**src/rtl/conv_tuser_gen_pkg.sv**
```systemverilog
// Shared definitions for the TUSER tagger: field widths, TUSER bit layout
// and the layout of the config beat.
package conv_tuser_gen_pkg;

   localparam int KW_MAX    = 7;
   localparam int KW2_MAX   = KW_MAX / 2;
   localparam int BITS_KW2  = $clog2(KW2_MAX + 1);
   localparam int BITS_COLS = 10;
   localparam int BITS_CIN  = 10;
   localparam int BITS_ROWS = 10;

   localparam int I_IS_CONFIG    = 0;
   localparam int I_KW2          = 1;
   localparam int I_IS_CIN_LAST  = I_KW2 + BITS_KW2;
   localparam int I_IS_COLS_1_K2 = I_IS_CIN_LAST + 1;
   localparam int TUSER_WIDTH    = I_IS_COLS_1_K2 + 1;

   // Config beat fields, packed from bit 0 with kw2 in the least significant bits.
   typedef struct packed {
      logic [BITS_ROWS-1:0] rows_1;
      logic [BITS_CIN-1:0]  cin_1;
      logic [BITS_COLS-1:0] cols_1;
      logic [BITS_KW2-1:0]  kw2;
   } cfg_t;

endpackage

```
**src/rtl/axis_skid_buffer.sv**
```systemverilog
// Full-throughput two-entry register slice. The ready output is registered and
// only drops once the output register is stalled and a second beat has been
// parked in the skid register.
module axis_skid_buffer #(
   parameter int WIDTH = 8
) (
   input  logic             clk_i,
   input  logic             rst_i,
   input  logic             in_valid_i,
   output logic             in_ready_o,
   input  logic [WIDTH-1:0] in_data_i,
   output logic             out_valid_o,
   input  logic             out_ready_i,
   output logic [WIDTH-1:0] out_data_o
);

   logic             ready_q;
   logic             valid_q;
   logic             skid_valid_q;
   logic [WIDTH-1:0] data_q;
   logic [WIDTH-1:0] skid_q;
   logic             in_acc;

   assign in_acc      = in_valid_i & ready_q;
   assign in_ready_o  = ready_q;
   assign out_valid_o = valid_q;
   assign out_data_o  = data_q;

   // Output register refills straight from the input when free, otherwise the
   // incoming beat is parked in the skid register and ready is withdrawn.
   always_ff @(posedge clk_i or posedge rst_i) begin
      if (rst_i) begin
         ready_q      <= 1'b0;
         valid_q      <= 1'b0;
         skid_valid_q <= 1'b0;
         data_q       <= '0;
         skid_q       <= '0;
      end else if (!skid_valid_q) begin
         ready_q <= 1'b1;
         if (!valid_q || out_ready_i) begin
            valid_q <= in_acc;
            if (in_acc) data_q <= in_data_i;
         end else if (in_acc) begin
            skid_q       <= in_data_i;
            skid_valid_q <= 1'b1;
            ready_q      <= 1'b0;
         end
      end else if (out_ready_i) begin
         data_q       <= skid_q;
         skid_valid_q <= 1'b0;
         ready_q      <= 1'b1;
      end
   end

endmodule

```
**src/rtl/conv_tuser_gen.sv**
```systemverilog
// Tags each beat of the raw pixel stream with TUSER flags derived from the
// leading config beat and the cin/col/row loop position, then registers the
// tagged beat through a skid stage towards the pad filter.
//
//   state  | meaning
//   ST_CFG | next accepted beat is a config beat
//   ST_RUN | data beats of a frame; counters track cin/col/row position
module conv_tuser_gen
   import conv_tuser_gen_pkg::*;
#(
   parameter int DATA_WIDTH = 64
) (
   input  logic                   aclk,
   input  logic                   areset,
   input  logic                   s_valid,
   output logic                   s_ready,
   input  logic [DATA_WIDTH-1:0]  s_data,
   input  logic                   s_last,
   output logic                   m_valid,
   input  logic                   m_ready,
   output logic [DATA_WIDTH-1:0]  m_data,
   output logic [TUSER_WIDTH-1:0] m_user,
   output logic                   m_last,
   output logic                   cfg_err
);

   localparam int SKID_W = DATA_WIDTH + TUSER_WIDTH + 1;

   typedef enum logic {ST_CFG, ST_RUN} state_t;

   state_t               state_q;
   logic [BITS_KW2-1:0]  kw2_q;
   logic [BITS_COLS-1:0] cols_1_q;
   logic [BITS_CIN-1:0]  cin_1_q;
   logic [BITS_ROWS-1:0] rows_1_q;
   logic [BITS_CIN-1:0]  cin_cnt_q;
   logic [BITS_COLS-1:0] col_cnt_q;
   logic [BITS_ROWS-1:0] row_cnt_q;
   logic                 cfg_err_q;

   cfg_t                 cfg_in;
   logic                 accept;
   logic                 cfg_bad;
   logic                 cin_wrap;
   logic                 col_wrap;
   logic                 row_wrap;
   logic                 is_last_run;
   logic [BITS_COLS-1:0] k2_col;
   logic [TUSER_WIDTH-1:0] tag_user_d;
   logic                 tag_last_d;
   logic [SKID_W-1:0]    skid_out;

   assign cfg_in      = cfg_t'(s_data[$bits(cfg_t)-1:0]);
   assign accept      = s_valid & s_ready;
   // A kernel wider than the frame, or beyond the supported size, is flagged
   // and the frame runs with kw2 forced to 0 so no right-edge tag is produced.
   assign cfg_bad     = (cfg_in.cols_1 < BITS_COLS'(cfg_in.kw2)) ||
                        (32'(cfg_in.kw2) > 32'(KW2_MAX));
   assign cin_wrap    = (cin_cnt_q == cin_1_q);
   assign col_wrap    = (col_cnt_q == cols_1_q);
   assign row_wrap    = (row_cnt_q == rows_1_q);
   assign is_last_run = cin_wrap & col_wrap & row_wrap;
   // kw2_q never exceeds cols_1_q, so this cannot underflow.
   assign k2_col      = cols_1_q - BITS_COLS'(kw2_q);
   assign cfg_err     = cfg_err_q;

   // Tag for the beat currently presented on s_*.
   always_comb begin
      tag_user_d = '0;
      tag_last_d = 1'b0;
      if (state_q == ST_CFG) begin
         tag_user_d[I_IS_CONFIG]         = 1'b1;
         tag_user_d[I_KW2 +: BITS_KW2]   = cfg_bad ? '0 : cfg_in.kw2;
      end else begin
         tag_user_d[I_KW2 +: BITS_KW2]   = kw2_q;
         tag_user_d[I_IS_CIN_LAST]       = cin_wrap;
         tag_user_d[I_IS_COLS_1_K2]      = (kw2_q != '0) && (col_cnt_q == k2_col);
         tag_last_d                      = is_last_run;
      end
   end

   // Frame FSM: latch config, advance cin/col/row on every accepted data beat.
   always_ff @(posedge aclk or posedge areset) begin
      if (areset) begin
         state_q   <= ST_CFG;
         kw2_q     <= '0;
         cols_1_q  <= '0;
         cin_1_q   <= '0;
         rows_1_q  <= '0;
         cin_cnt_q <= '0;
         col_cnt_q <= '0;
         row_cnt_q <= '0;
         cfg_err_q <= 1'b0;
      end else if (accept) begin
         if (state_q == ST_CFG) begin
            kw2_q     <= cfg_bad ? '0 : cfg_in.kw2;
            cols_1_q  <= cfg_in.cols_1;
            cin_1_q   <= cfg_in.cin_1;
            rows_1_q  <= cfg_in.rows_1;
            cin_cnt_q <= '0;
            col_cnt_q <= '0;
            row_cnt_q <= '0;
            if (cfg_bad) cfg_err_q <= 1'b1;
            state_q   <= ST_RUN;
         end else begin
            if (s_last != is_last_run) cfg_err_q <= 1'b1;
            if (is_last_run) begin
               cin_cnt_q <= '0;
               col_cnt_q <= '0;
               row_cnt_q <= '0;
               state_q   <= ST_CFG;
            end else if (cin_wrap) begin
               cin_cnt_q <= '0;
               if (col_wrap) begin
                  col_cnt_q <= '0;
                  row_cnt_q <= row_cnt_q + 1'b1;
               end else begin
                  col_cnt_q <= col_cnt_q + 1'b1;
               end
            end else begin
               cin_cnt_q <= cin_cnt_q + 1'b1;
            end
         end
      end
   end

   axis_skid_buffer #(
      .WIDTH (SKID_W)
   ) u_skid (
      .clk_i       (aclk),
      .rst_i       (areset),
      .in_valid_i  (s_valid),
      .in_ready_o  (s_ready),
      .in_data_i   ({s_data, tag_user_d, tag_last_d}),
      .out_valid_o (m_valid),
      .out_ready_i (m_ready),
      .out_data_o  (skid_out)
   );

   assign m_data = skid_out[SKID_W-1 -: DATA_WIDTH];
   assign m_user = skid_out[TUSER_WIDTH:1];
   assign m_last = skid_out[0];

endmodule

```
**config.mk**
```make
export PLATFORM = sky130hd
export DESIGN_NAME = conv_tuser_gen
export DESIGN_NICKNAME = d
export VERILOG_FILES = /design/src/rtl/conv_tuser_gen_pkg.sv /design/src/rtl/axis_skid_buffer.sv /design/src/rtl/conv_tuser_gen.sv
export SDC_FILE = /design/constraint.sdc
export NUM_CORES = 1
export LEC_CHECK = 0
export ABC_CLOCK_PERIOD_IN_PS = 6040
export CORE_ASPECT_RATIO = 1.75
export CORE_MARGIN = 1.5
export CORE_UTILIZATION = 49
export DETAILED_ROUTE_END_ITERATION = 10
export GPL_TIMING_DRIVEN = 0
export PLACE_DENSITY = 0.82
export SYNTH_ARGS = -nofsm -noshare
export SYNTH_HDL_FRONTEND = slang
export SYNTH_SLANG_ARGS = --single-unit
```
**constraint.sdc**
```tcl
create_clock -name aclk -period 6.04 [get_ports aclk]
set_input_delay 0.604 -clock aclk [delete_from_list [all_inputs] [get_ports aclk]]
set_output_delay 0.604 -clock aclk [all_outputs]
set_load 0.05 [all_outputs]
```
==> impl_metrics.py, run 1 <==
metrics = {
    "die": {
        "die_w_um": 108,
        "rows": 67,
        "core_area_um2": 19100,
        "die_h_um": 187,
        "die-area_um2": 20300,
        "start_util": 0.497,
        "ios": 142,
    },
    "clock_network": {
        "worstSkewPairLatency_ns": 0.51,
        "cts.repair.resized": 0,
        "cts_made_buffers": 20,
        "clock_sinks": 207,
        "cts_setup_buffers": 0,
        "ctsHtreeMaxLevel": 1,
        "cts_tree": "done",
        "root_buffer": "clkbuf_16",
        "hold_buffers": 0,
        "clk_pin_slew_ns": 0.07,
        "cts_max_path_buffers": 3,
    },
    "synthesis": {
        "ys_top_cells_by_count": "294 x nand2_1, 207 x dfrtp_1, 79 x o21ai_0",
        "netlist-cell-type-count": 56,
        "synth.avg_cell_area_um2": 9.97,
        "synth_cells": 953,
        "ys_seq_elements": 207,
        "syn_nets": 1029,
        "synthArstFlopShare": 1.00,
        "synth_edf_count": 0,
        "yosysSeqAreaShare": 0.545,
        "synthDominantCellAreaShare": 0.545,
        "syn_area_um2": 9500,
        "synthTopCellsByArea": "dfrtp_1 55%, nand2_1 12%, mux2i_1 7.1%",
        "ys_warn_count": 0,
        "synth.most_common_cell": "nand2_1",
        "synth_top_flop_cell": "dfrtp_1",
        "yosys.area.top_type": "dfrtp_1",
    },
    "setup_path": {
        "critical_path.cell_chain": "clkdlybuf4s50_1 > and2_1 > o22ai_1 > clkbuf_1 > clkbuf_1 > nand2_1 > o21ai_0",
        "criticalPathCategory": "input pin to flip-flop",
        "timing.rr.end": "u_skid.out_data_o[28]",
        "crit_path_end_kind": "flip-flop",
        "cp_common_cell": "clkbuf_1",
        "crit_required_ns": 6.43,
        "rrSetupSlack_ns": 3.46,
        "cp.arrival_ns": 3.11,
        "crit_fanout": 10,
        "critPathLaunch": "s_valid",
        "start_kind": "input pin",
        "worstRegToRegCells": 7,
        "max_stage_delay_ns": 0.60,
        "timing.rr.start": "u_skid.skid_valid_q",
        "cpMaxStageDelayCell": "clkbuf_1",
    },
    "sta": {
        "worst_pin_slew_ns": 0.830,
        "max_slew_margin": 0.446,
        "fmax_mhz": 368,
        "setup_viol": 0,
        "clock_skew_ns": 0.0275,
        "fin_setup_tns_ns": 0,
        "finalHoldViolCount": 0,
        "period_minus_slack_ns": 2.72,
        "fin_crit_sh": 0.450,
        "layout_setup_ws_ns": 3.32,
        "drv_slew": 0,
        "rsz0062_at_grt": "no",
    },
    "detailed_routing": {
        "drc": 0,
        "drtIter0Drc": 377,
        "ant_nets": 0,
        "finalWirelength_mm": 23.7,
        "vias": 7489,
        "vias_per_cell": 5.44,
        "wl_per_cell_um": 17.2,
        "first_pass_iters": 5,
    },
    "final_layout": {
        "synthToLayoutAreaGrowth_pct": 26.8,
        "fin_util": 0.630,
        "fin_nets": 1198,
        "drive_gt1_frac": 0.0838,
    },
    "grt": {
        "grt_pass1_wl_mm": 39.4,
        "antenna_found_initial": 1,
        "grt_usage": 0.245,
        "grt_max_degree": 42,
        "grt_overflow": 0,
        "grt_pass1_vias": 7937,
    },
    "placement": {
        "post-place-ws_ns": 2.77,
        "portBuffers": 141,
        "gp_congestion": 0.854,
        "place_hpwl_mm": 17.5,
    },
    "flow_run": {
        "maxCapViolCount": 0,
    },
    "power": {
        "switching_share": 0.405,
        "p_clk_frac": 0.217,
        "p_int_mw": 3.67,
        "vdd_drop_max_mv": 0.289,
        "powerDensity_nw_per_um2": 512,
        "seqPwrFrac": 0.371,
        "leakagePower_nw": 5.66,
        "combPwrFrac": 0.412,
        "power.net_switching_mw": 2.50,
    },
    "min_path": {
        "min_path_type": "input pin to asynchronous set/reset pin",
    },
    "outcome": {
        "status": "finished clean",
    },
}
## through the flow
step	cells	area (um^2)	hold slack, ns	total power, mW
floorplan	953	9510	0.439	4.02
global placement	1335	11200	0.452	4.75
detailed placement	1341	11300	0.462	4.85
CTS	1375	12000	0.464	6.20
global route	1376	12000	0.473	6.51
finish	1376	12000	0.466	6.17
## cells by family after synthesis
logic type,count (synthesis),synth area share
and+or+nand+nor,403,0.183
adders and majority gates,7,0.0100
xor gates and xnor gates,52,0.0495
muxes,97,0.106
buffers and inverters,68,0.0307
AOI/OAI and AO/OA,119,0.0757
DFF,207,0.545
## metal layers
metal / track usage / part of all wire / vias up
li1: - / - / 3531
met1: 0.268 / 0.35 / 3677
met2: 0.451 / 0.55 / 198
met3: 0.0261 / 0.035 / 83
met4: 0.136 / 0.058 / 0
met5: 0 / 0 / -
## registers in the layout, summed over array words and instances (netlist names)
signal	cells
u_skid.out_data_o	70
u_skid.skid_q	70
cin_1_q	10
cin_cnt_q	10
col_cnt_q	10
cols_1_q	10
row_cnt_q	10
rows_1_q	10
kw2_q	2
cfg_err	1
state_q	1
u_skid.in_ready_o	1
u_skid.out_valid_o	1
u_skid.skid_valid_q	1
## critical path, delay by kind of cell
kind | cells | cell delay, ns
AO/OA/AOI/OAI | 2 | 0.71
buffers and inverters | 3 | 1.50
AND/OR/NAND/NOR | 2 | 0.28
## power groups by stage
stage | Clock (mW) | Combinational [mW] | Sequential [mW]
2_1_floorplan | 0 | 1.11 | 2.91
3_3_place_gp | 0 | 2.47 | 2.28
3_5_place_dp | 0 | 2.54 | 2.31
4_1_cts | 1.35 | 2.56 | 2.29
5_1_grt | 1.41 | 2.75 | 2.35
6_report | 1.34 | 2.54 | 2.29
## layout by cell type, fill, tap and decap left out, types with 23 or more instances in the layout
cell type        count
mux2i_1             67
nor2_1              28
o21ai_0             79
clkdlybuf4s50_1    141
mux2_2              30
clkbuf_1            40
dfrtp_1            207
nand2_1            294
xor2_1              27
xnor2_1             23
## layout make-up
cell class,count,area (um^2)
Antenna cell,1,2.50
Buffer,53,235
Clock buffer,23,512
Clock inverter,11,184
Fill cell,1512,7070
Inverter,15,60.1
Multi-Input combinational cell,678,4030
Sequential cell,207,5180
Tap cell,241,302
Timing Repair Buffer,147,1540
## how the worst max path moves through the flow
stage,to,cells past startpoint,slack [ns]
CTS,u_skid.out_data_o[12],7,3.29
floorplan,cfg_err,1,2.75
global placement,u_skid.skid_q[40],2,1.17
finish,u_skid.out_data_o[28],7,3.32
detailed placement,u_skid.out_data_o[15],7,2.77
global route,u_skid.out_data_o[12],7,3.14
No activity file was read; power rests on OpenSTA's default activity.
==> run 2, diff against run 1 <==
--- a/config.mk
+++ b/config.mk
@@ -5,7 +5,7 @@
 export SDC_FILE = /design/constraint.sdc
 export NUM_CORES = 1
 export LEC_CHECK = 0
-export ABC_CLOCK_PERIOD_IN_PS = 6040
+export ABC_CLOCK_PERIOD_IN_PS = 2450
 export CORE_ASPECT_RATIO = 1.75
 export CORE_MARGIN = 1.5
 export CORE_UTILIZATION = 49
==> constraint.sdc (replaced) <==
create_clock -name aclk -period 2.45 [get_ports aclk]
set_input_delay 0.245 -clock aclk [delete_from_list [all_inputs] [get_ports aclk]]
set_output_delay 0.245 -clock aclk [all_outputs]
set_load 0.05 [all_outputs]
==> run 2 against run 1 <==
Against the previous run: critical endpoint is now u_skid.out_data_o[5]; combinational power up 150%; global-route usage unchanged; utilization up 0.16 points; critical path type is now flip-flop to flip-flop; wire length up 0.17%; die area unchanged; largest cell class unchanged; sequential share of layout area down 0.11 points; via count down 0.20%; non-clock buffer count unchanged; sequential power up 150%; register-to-register slack worse by 3.3 ns; critical path depth unchanged.
==> impl_metrics.py, run 2 (synthesis gave the netlist of run 1 again) <==
metrics = {
    "outcome": {
        "status": "finished clean",
    },
    "power": {
        "powerDensity_nw_per_um2": 1260,
        "leakagePower_nw": 5.67,
        "vdd_drop_max_mv": 0.713,
        "total_power_mw": 15.3,
    },
    "clock_network": {
        "root_buffer": "clkbuf_16",
        "cts_made_buffers": 20,
        "hold_buffers": 0,
        "ctsHtreeMaxLevel": 1,
        "cts_max_path_buffers": 3,
        "clk_pin_slew_ns": 0.06,
        "clock_sinks": 207,
        "worstSkewPairLatency_ns": 0.51,
        "cts_tree": "done",
    },
    "final_layout": {
        "drive_gt1_frac": 0.0891,
        "fin_nets": 1198,
        "layout_commonest_cell": "nand2_1",
        "synthToLayoutAreaGrowth_pct": 27.1,
        "final_cell_mix": "294 x nand2_1, 207 x dfrtp_1, 141 x clkdlybuf4s50_1",
    },
    "flow_run": {
        "maxCapViolCount": 0,
    },
    "detailed_routing": {
        "route.met3.wl_um": 788,
        "drc": 0,
        "finalWirelength_mm": 23.7,
        "vias_per_cell": 5.43,
        "m1WireLength_mm": 8.41,
        "wl_met2_mm": 13.2,
        "ant_nets": 0,
        "drtIter0Drc": 384,
        "vias": 7474,
        "first_pass_iters": 5,
        "wl_per_cell_um": 17.3,
        "dr.max_layer_used": "met4",
    },
    "sta": {
        "setup_viol": 0,
        "layout_setup_ws_ns": 0.169,
        "worst_pin_slew_ns": 0.831,
        "clock_skew_ns": 0.0280,
        "period_minus_slack_ns": 2.28,
        "drv_slew": 0,
        "rsz0062_at_grt": "no",
        "whs_ns": 0.106,
        "finalHoldViolCount": 0,
        "fin_crit_sh": 0.931,
        "fmax_mhz": 438,
        "max_slew_margin": 0.446,
    },
    "placement": {
        "gp_congestion": 0.854,
        "post-place-ws_ns": -0.456,
        "place_hpwl_mm": 17.5,
        "portBuffers": 141,
    },
    "die": {
        "ios": 142,
        "start_util": 0.497,
        "die_w_um": 108,
        "core_area_um2": 19100,
        "die-area_um2": 20300,
        "rows": 67,
        "die_h_um": 187,
    },
    "grt": {
        "antenna_found_initial": 1,
        "grt_pass1_wl_mm": 39.4,
        "grt_overflow": 0,
        "grt_max_degree": 42,
        "grt_usage": 0.245,
        "grt_pass1_vias": 7937,
    },
    "setup_path": {
        "critical_path.cell_chain": "ha_1 > fa_1 > xnor2_1 > nor3_2 > nand4_1 > a311o_1 > o41ai_1",
        "cp.arrival_ns": 2.65,
        "crit_fanout": 4,
        "crit_required_ns": 2.82,
        "crit_path_end_kind": "flip-flop",
        "max_stage_delay_ns": 0.47,
        "start_kind": "flip-flop",
        "criticalPathCategory": "flip-flop to flip-flop",
        "cpMaxStageDelayCell": "fa_1",
    },
    "min_path": {
        "min_path_type": "input pin to asynchronous set/reset pin",
    },
}
[run 2: cell count changes in the layout (fill, tap and decap cells not counted)]
cell,before,now
nor4_2,1,2
nor4_1,10,9
clkbuf_2,0,1
o22ai_1,2,1
nor4b_1,3,2
nor3_2,1,3
nor3_1,12,10
clkbuf_1,40,39
nor4b_2,0,1
o22ai_2,0,1
[run 2: layout make-up]
cell class,count,area [um^2]
Clock buffer,23,512
Antenna cell,1,2.50
Tap cell,241,302
Clock inverter,11,184
Buffer,53,236
Sequential cell,207,5180
Timing Repair Buffer,147,1540
Inverter,15,60.1
Multi-Input combinational cell,678,4060
Fill cell,1511,7040
[run 2: metal layers]
layer,vias to the layer above,GRT usage
met3,76,0.0261
li1,3527,-
met4,0,0.136
met5,-,0
met1,3667,0.268
met2,204,0.451
[run 2: power breakdown]
part           internal [mW]  total, mW  switching (mW)
Clock                   1.95       3.30            1.35
Sequential              4.74       5.65           0.914
Combinational           2.39       6.32            3.94
[run 2: path summary, 6_finish.rpt]
check	start	endpoint	slack (ns)	cells past startpoint
max	kw2_q[0]	u_skid.out_data_o[5]	0.17	7
min reg2reg	u_skid.skid_q[14]	u_skid.skid_q[14]	0.47	2
max in group asynchronous	areset	u_skid.skid_q[39]	1.21	6
max reg2reg	kw2_q[0]	u_skid.out_data_o[5]	0.17	7
min	areset	u_skid.out_data_o[1]	0.11	2
min in group aclk	s_data[36]	u_skid.skid_q[42]	0.30	3
[run 2: timing repair]
item | CTS | global route
setup endpoints to repair | 70 | 49
resized for setup | 1 | 5
gates cloned | 0 | 0
buffers inserted | 0 | 0
[run 2: stage by stage]
step / cells / setup TNS, ns / area [um^2] / util
2_1_floorplan: 953 / -99.62 / 9510 / -
3_3_place_gp: 1335 / -449.34 / 11200 / 0.587
3_5_place_dp: 1341 / -30.00 / 11300 / 0.594
4_1_cts: 1375 / 0 / 12000 / 0.630
5_1_grt: 1376 / 0 / 12100 / 0.632
6_report: 1376 / 0 / 12100 / 0.632
[run 2: critical path, delay by kind of cell, from the launching register on]
family | cells | cell delay [ns]
adder cells (fa/ha/maj) | 2 | 0.71
AND/OR/NAND/NOR | 2 | 0.28
AO/OA/AOI/OAI | 2 | 0.60
flip-flops | 1 | 0.42
XOR/XNOR | 1 | 0.16
